**src/rtl/serial_word_deserializer_pkg.sv**
```systemverilog
// Shared definitions for the serial word deserializer.
//   state_e        : receive FSM states (IDLE, RECEIVE, PARITY)
//   DIR_MSB_FIRST  : Shift_Dir_In value for MSB-first words (shift left)
//   DIR_LSB_FIRST  : Shift_Dir_In value for LSB-first words (shift right)
package serial_word_deserializer_pkg;

    typedef enum logic [1:0] {
        IDLE    = 2'd0,
        RECEIVE = 2'd1,
        PARITY  = 2'd2
    } state_e;

    localparam logic DIR_MSB_FIRST = 1'b0;
    localparam logic DIR_LSB_FIRST = 1'b1;

endpackage

```
**src/rtl/serial_shift_in_register.sv**
```systemverilog
// DATA_WIDTH-bit shift-in register with clear, hold, shift-left-in and
// shift-right-in. Clear and shift may be asserted together: the incoming
// bit then enters an all-zero register (start of a fresh word).
//   clk_i, rst_i : clock, synchronous active-high reset
//   clear_i      : discard held bits
//   shift_en_i   : shift bit_i in this cycle (otherwise hold)
//   dir_i        : DIR_MSB_FIRST enters at bit 0, DIR_LSB_FIRST at the MSB
//   data_o       : current register contents
//   next_o       : contents after this edge (used to capture a finished word)
module serial_shift_in_register
    import serial_word_deserializer_pkg::*;
#(
    parameter int DATA_WIDTH = 8
) (
    input  logic                  clk_i,
    input  logic                  rst_i,
    input  logic                  clear_i,
    input  logic                  shift_en_i,
    input  logic                  dir_i,
    input  logic                  bit_i,
    output logic [DATA_WIDTH-1:0] data_o,
    output logic [DATA_WIDTH-1:0] next_o
);

    logic [DATA_WIDTH-1:0] data_q;
    logic [DATA_WIDTH-1:0] data_d;
    logic [DATA_WIDTH-1:0] base_s;

    // Next-value selection: clear first, then optionally shift one bit in.
    always_comb begin
        base_s = clear_i ? '0 : data_q;
        if (shift_en_i) begin
            if (dir_i == DIR_LSB_FIRST) begin
                data_d = {bit_i, base_s[DATA_WIDTH-1:1]};
            end else begin
                data_d = {base_s[DATA_WIDTH-2:0], bit_i};
            end
        end else begin
            data_d = base_s;
        end
    end

    // Shift register state.
    always_ff @(posedge clk_i) begin
        if (rst_i) begin
            data_q <= '0;
        end else begin
            data_q <= data_d;
        end
    end

    assign data_o = data_q;
    assign next_o = data_d;

endmodule

```
**src/rtl/serial_word_deserializer.sv**
```systemverilog
// Serial-to-parallel word receiver with a one-entry valid/ready output buffer.
// Bits qualified by Serial_Valid_In are assembled MSB- or LSB-first (direction
// latched at the first bit of each word); completed words that find the buffer
// full are dropped and flagged on the sticky Overrun_Out.
// Optional feature macro: PARITY_CHECK_EN adds a trailing even-parity bit per
// frame and a sticky Parity_Error_Out; without it Parity_Error_Out stays 0.
// Ports:
//   Clk_In, Reset_In         : clock, synchronous active-high reset
//   Serial_Data_In/Valid_In  : qualified serial input
//   Shift_Dir_In             : 0 MSB first, 1 LSB first
//   Sync_In                  : abandon the partial word
//   Data_Ready_In            : consumer accepts Parallel_Data_Out
//   Parallel_Data_Out        : buffered word
//   Data_Valid_Out           : buffer holds an unconsumed word
//   Busy_Out                 : partial frame in progress
//   Overrun_Out              : sticky, a completed word was dropped
//   Parity_Error_Out         : sticky parity failure
module serial_word_deserializer
    import serial_word_deserializer_pkg::*;
#(
    parameter int DATA_WIDTH = 8
) (
    input  logic                  Clk_In,
    input  logic                  Reset_In,
    input  logic                  Serial_Data_In,
    input  logic                  Serial_Valid_In,
    input  logic                  Shift_Dir_In,
    input  logic                  Sync_In,
    input  logic                  Data_Ready_In,
    output logic [DATA_WIDTH-1:0] Parallel_Data_Out,
    output logic                  Data_Valid_Out,
    output logic                  Busy_Out,
    output logic                  Overrun_Out,
    output logic                  Parity_Error_Out
);

    localparam int CNT_W = $clog2(DATA_WIDTH + 1);
    localparam logic [CNT_W-1:0] LAST_CNT = CNT_W'(DATA_WIDTH - 1);

`ifdef PARITY_CHECK_EN
    // Even parity: data ones plus the parity bit must be even.
    function automatic logic parity_ok(input logic [DATA_WIDTH-1:0] word,
                                       input logic par);
        return ~(^word ^ par);
    endfunction
`endif

    state_e                state_q,   state_d;
    logic [CNT_W-1:0]      count_q,   count_d;
    logic                  dir_q,     dir_d;
    logic [DATA_WIDTH-1:0] data_q,    data_d;
    logic                  valid_q,   valid_d;
    logic                  busy_q,    busy_d;
    logic                  overrun_q, overrun_d;
    logic                  perr_q,    perr_d;

    logic                  sr_clear_s;
    logic                  sr_shift_s;
    logic [DATA_WIDTH-1:0] sr_data_s;
    logic [DATA_WIDTH-1:0] sr_next_s;
    logic                  complete_s;
    logic [DATA_WIDTH-1:0] word_s;
    logic                  perr_hit_s;
    logic                  consume_s;

    // dir_d already selects the live input at a word start and the latched
    // direction mid-word, so it drives the shifter directly.
    serial_shift_in_register #(
        .DATA_WIDTH (DATA_WIDTH)
    ) u_shift (
        .clk_i      (Clk_In),
        .rst_i      (Reset_In),
        .clear_i    (sr_clear_s),
        .shift_en_i (sr_shift_s),
        .dir_i      (dir_d),
        .bit_i      (Serial_Data_In),
        .data_o     (sr_data_s),
        .next_o     (sr_next_s)
    );

    // Frame FSM: bit counting, direction latch and word completion.
    always_comb begin
        state_d    = state_q;
        count_d    = count_q;
        dir_d      = dir_q;
        sr_clear_s = 1'b0;
        sr_shift_s = 1'b0;
        complete_s = 1'b0;
        word_s     = sr_next_s;
        perr_hit_s = 1'b0;
        if (Sync_In) begin
            // Abort; a simultaneous valid bit opens the next word.
            sr_clear_s = 1'b1;
            if (Serial_Valid_In) begin
                sr_shift_s = 1'b1;
                dir_d      = Shift_Dir_In;
                count_d    = CNT_W'(1);
                state_d    = RECEIVE;
            end else begin
                count_d = '0;
                state_d = IDLE;
            end
        end else if (Serial_Valid_In) begin
            case (state_q)
                IDLE: begin
                    sr_clear_s = 1'b1;
                    sr_shift_s = 1'b1;
                    dir_d      = Shift_Dir_In;
                    count_d    = CNT_W'(1);
                    state_d    = RECEIVE;
                end
                RECEIVE: begin
                    sr_shift_s = 1'b1;
                    if (count_q == LAST_CNT) begin
                        count_d = '0;
`ifdef PARITY_CHECK_EN
                        state_d = PARITY;
`else
                        complete_s = 1'b1;
                        state_d    = IDLE;
`endif
                    end else begin
                        count_d = count_q + CNT_W'(1);
                    end
                end
                PARITY: begin
`ifdef PARITY_CHECK_EN
                    // Data bits are complete and held; this bit is parity.
                    complete_s = 1'b1;
                    word_s     = sr_data_s;
                    perr_hit_s = ~parity_ok(sr_data_s, Serial_Data_In);
`endif
                    count_d = '0;
                    state_d = IDLE;
                end
                default: begin
                    count_d = '0;
                    state_d = IDLE;
                end
            endcase
        end else begin
            state_d = state_q;
        end
    end

    // Output buffer, handshake and sticky flags.
    always_comb begin
        consume_s = valid_q & Data_Ready_In;
        data_d    = data_q;
        valid_d   = valid_q;
        overrun_d = overrun_q;
        perr_d    = perr_q | perr_hit_s;
        busy_d    = (state_d != IDLE);
        if (complete_s) begin
            if (!valid_q || consume_s) begin
                data_d  = word_s;
                valid_d = 1'b1;
            end else begin
                overrun_d = 1'b1;
            end
        end else if (consume_s) begin
            valid_d = 1'b0;
        end else begin
            valid_d = valid_q;
        end
    end

    // State and output registers.
    always_ff @(posedge Clk_In) begin
        if (Reset_In) begin
            state_q   <= IDLE;
            count_q   <= '0;
            dir_q     <= DIR_MSB_FIRST;
            data_q    <= '0;
            valid_q   <= 1'b0;
            busy_q    <= 1'b0;
            overrun_q <= 1'b0;
            perr_q    <= 1'b0;
        end else begin
            state_q   <= state_d;
            count_q   <= count_d;
            dir_q     <= dir_d;
            data_q    <= data_d;
            valid_q   <= valid_d;
            busy_q    <= busy_d;
            overrun_q <= overrun_d;
            perr_q    <= perr_d;
        end
    end

    assign Parallel_Data_Out = data_q;
    assign Data_Valid_Out    = valid_q;
    assign Busy_Out          = busy_q;
    assign Overrun_Out       = overrun_q;
    assign Parity_Error_Out  = perr_q;

endmodule

```
**config.mk**
```make
export PLATFORM = sky130hd
export DESIGN_NAME = serial_word_deserializer
export DESIGN_NICKNAME = d
export VERILOG_FILES = /design/src/rtl/serial_word_deserializer_pkg.sv /design/src/rtl/serial_shift_in_register.sv /design/src/rtl/serial_word_deserializer.sv
export SDC_FILE = /design/constraint.sdc
export NUM_CORES = 1
export LEC_CHECK = 0
export CELL_PAD_IN_SITES_DETAIL_PLACEMENT = 1
export CELL_PAD_IN_SITES_GLOBAL_PLACEMENT = 1
export CORE_ASPECT_RATIO = 2
export CORE_MARGIN = 10
export CORE_UTILIZATION = 39
export DETAILED_ROUTE_END_ITERATION = 10
export PLACE_DENSITY_LB_ADDON = 0.1
export SYNTH_ARGS = -nofsm -noshare
export SYNTH_HDL_FRONTEND = slang
export SYNTH_SLANG_ARGS = --single-unit
```
**constraint.sdc**
```tcl
create_clock -name Clk_In -period 2 [get_ports Clk_In]
set_input_delay 0.3 -clock Clk_In [delete_from_list [all_inputs] [get_ports Clk_In]]
set_output_delay 0.3 -clock Clk_In [all_outputs]
set_load 0.02 [all_outputs]
```
==> flow_metrics.py <==
metrics = {
    "outcome": {
        "status": "finished clean",
    },
    "floorplanning": {
        "initial_core_util_pct": 41.2,
        "ios": 19,
        "die_area_um2": 5620,
        "die_w_um": 58.3,
        "die_y_um": 96.5,
        "core_area_um2": 2770,
        "num_rows": 27,
    },
    "cts": {
        "clkLatencyLatePin_ns": 0.28,
        "h-tree-depth": 1,
        "ctsLongestPathBuffers": 2,
        "cts_num_sinks": 26,
        "cts_made_buffers": 3,
        "cts_root_buffer": "clkbuf_8",
        "cts_hold_buf": 0,
        "tritoncts": "built",
        "clk_pin_slew_ns": 0.09,
    },
    "global_routing": {
        "grt_max_degree": 17,
        "antenna_found_initial": 0,
        "grt_use_met3_pct": 2.48,
        "overflow": 0,
        "grt_use_met1_pct": 10.5,
        "gr-usage-all-layers_pct": 11.3,
        "grt_pass1_vias": 1058,
        "grt_pass1_wl_um": 5020,
        "use_met2_pct": 21.5,
        "grt.busiest_layer": "met2",
    },
    "detailed_routing": {
        "finalWirelength_um": 2860,
        "first_pass_iters": 2,
        "ant_nets": 0,
        "vias": 943,
        "drtIter0Drc": 5,
        "viasPerCell": 5.55,
        "route.detailed.drc": 0,
        "drt-wirelength-per-cell_um": 16.8,
    },
    "sta": {
        "finalMaxSlewViolations": 0,
        "fmax_ghz": 0.559,
        "finalSetupViolCount": 0,
        "layout_min_cycle_time_ns": 1.79,
        "clock_skew_ns": 0.0117,
        "rsz0062_at_grt": "no",
        "finalHoldViolCount": 0,
        "post-route-period-util_pct": 89.4,
        "fin_ws_ns": 0.212,
    },
    "worst_setup_path": {
        "endpoint_kind": "flip-flop",
        "arrival_ns": 1.99,
        "start_kind": "input port",
        "required_ns": 2.20,
        "crit_type": "in2reg",
        "crit_fanout": 16,
    },
    "synthesis": {
        "yosys-top-cells-count": "dfxtp_1, a21oi_1, nor2_1",
        "syn_avg_cell_area_um2": 9.43,
        "yosys_warnings": 0,
        "syn-cell-area_um2": 1140,
        "synth_top_area_share_pct": 45.6,
        "synth_cells": 121,
        "ys_top_cells_by_area": "dfxtp_1, a21oi_1, mux2i_1",
        "synth.most_common_cell": "dfxtp_1",
        "yosys_most_used_dff": "dfxtp_1",
        "async_reset_ff_share_pct": 0,
        "ys_ff_latch": 26,
        "syn_nets": 129,
        "synth_enable_flop_cells": 0,
        "yosys.area.top_type": "dfxtp_1",
        "yosysUniqueCellTypes": 41,
        "yosysSeqAreaShare_pct": 45.6,
    },
    "power_and_ir_drop": {
        "p_per_area_nw_per_um2": 739,
        "peakVddDrop_v": 0.000623,
        "p_leak_nw": 0.509,
        "power_mw": 1.07,
    },
    "placed_design": {
        "globalplace.congestion": 0.759,
        "hpwl_um": 2310,
        "place_inst": 166,
        "io_buffers": 17,
        "pre_cts_slack_ns": -0.115,
    },
    "final_layout": {
        "final_util_pct": 52.0,
        "drive_gt1_share_pct": 14.9,
        "layout.nets": 150,
        "n_antenna_cell": 0,
        "finalNonFillerCells": 170,
        "area.growth.synth_to_final_pct": 26.3,
    },
    "worst_hold_path": {
        "hold_path.class": "reg2reg",
    },
    "run": {
        "maxCapViolCount": 0,
    },
}
[per-layer routing]
layer,wire length [um],up-vias,share of wire [%]
li1,-,470,-
met1,998,453,35
met2,1680,13,59
met3,94,7,3.3
met4,93,0,3.2
met5,0,-,0
[worst paths after layout]
kind,startpoint,end,slack (ns),cells past startpoint
max reg2reg,state_q[1],Parallel_Data_Out[5],0.32,5
min reg2reg,count_q[0],count_q[0],0.50,2
max,Serial_Valid_In,Parallel_Data_Out[4],0.21,8
min,count_q[0],count_q[0],0.50,2
[cells in the final DEF (no fill, tap or decap), drive strengths merged, types with 2 or more instances in the layout]
cell type       n
dfxtp          26
clkdlybuf4s50  17
nor2           13
a21oi          13
buf             9
a211oi          8
o21ai           7
mux2i           6
nand3b          3
clkbuf          3
nor2b           3
nand2b          2
nand2           2
nand4b          2
inv             2
nand3           2
o31ai           2
a21boi          2
[power by group]
part	internal, mW	leakage [nW]	switching [mW]
registers	0.527	0.211	0.00693
clock network	0.268	0.0357	0.169
logic	0.0470	0.262	0.0480
total	0.842	0.509	0.224
[sequential cells by signal, summed over array words and instances, names as in the netlist]
| name | count |
|---|---|
| u_shift.data_o | 8 |
| dir_q | 1 |
| count_q | 4 |
| Busy_Out | 1 |
| state_q | 2 |
| Parallel_Data_Out | 8 |
| Data_Valid_Out | 1 |
| Overrun_Out | 1 |
[kinds of logic after synthesis]
kind of cell	count (synthesis)	synth area share, %
other	1	0.329
XOR/XNOR	1	0.768
adder cells (fa/ha/maj)	1	1.10
buffers and inverters	12	6.25
AND/OR/NAND/NOR	35	17.4
flip-flops	26	45.6
AO/OA/AOI/OAI	38	21.9
multiplexers	7	6.58
[stage by stage]
step           area, um2  setup TNS, ns  hold WS [ns]
3_5_place_dp        1360         -0.999         0.491
3_3_place_gp        1360         -0.558         0.480
5_1_grt             1440              0         0.526
6_report            1440              0         0.499
4_1_cts             1440              0         0.505
2_1_floorplan       1140              0         0.385
[critical path, stage by stage]
cell and delay [ns]:
clkdlybuf4s50_1 0.47, buf_4 0.16, and4bb_2 0.29, nand4b_1 0.17, nor2b_2 0.16, buf_6 0.17
nor2_1 0.06, a211oi_1 0.20
[layout make-up]
| cell class | count | area, um2 |
|---|---|---|
| Sequential cell | 26 | 520 |
| Timing Repair Buffer | 26 | 254 |
| Clock inverter | 1 | 30.0 |
| Multi-Input combinational cell | 83 | 552 |
| Inverter | 2 | 7.51 |
| Fill cell | 316 | 1330 |
| Clock buffer | 3 | 41.3 |
| Tap cell | 29 | 36.3 |
[what timing repair did]
action                     in CTS  in global routing
resized for setup               0                  2
setup buffers                   0                  0
setup endpoints to repair       0                  2
Note: power is estimated with default switching activity, not from simulation.
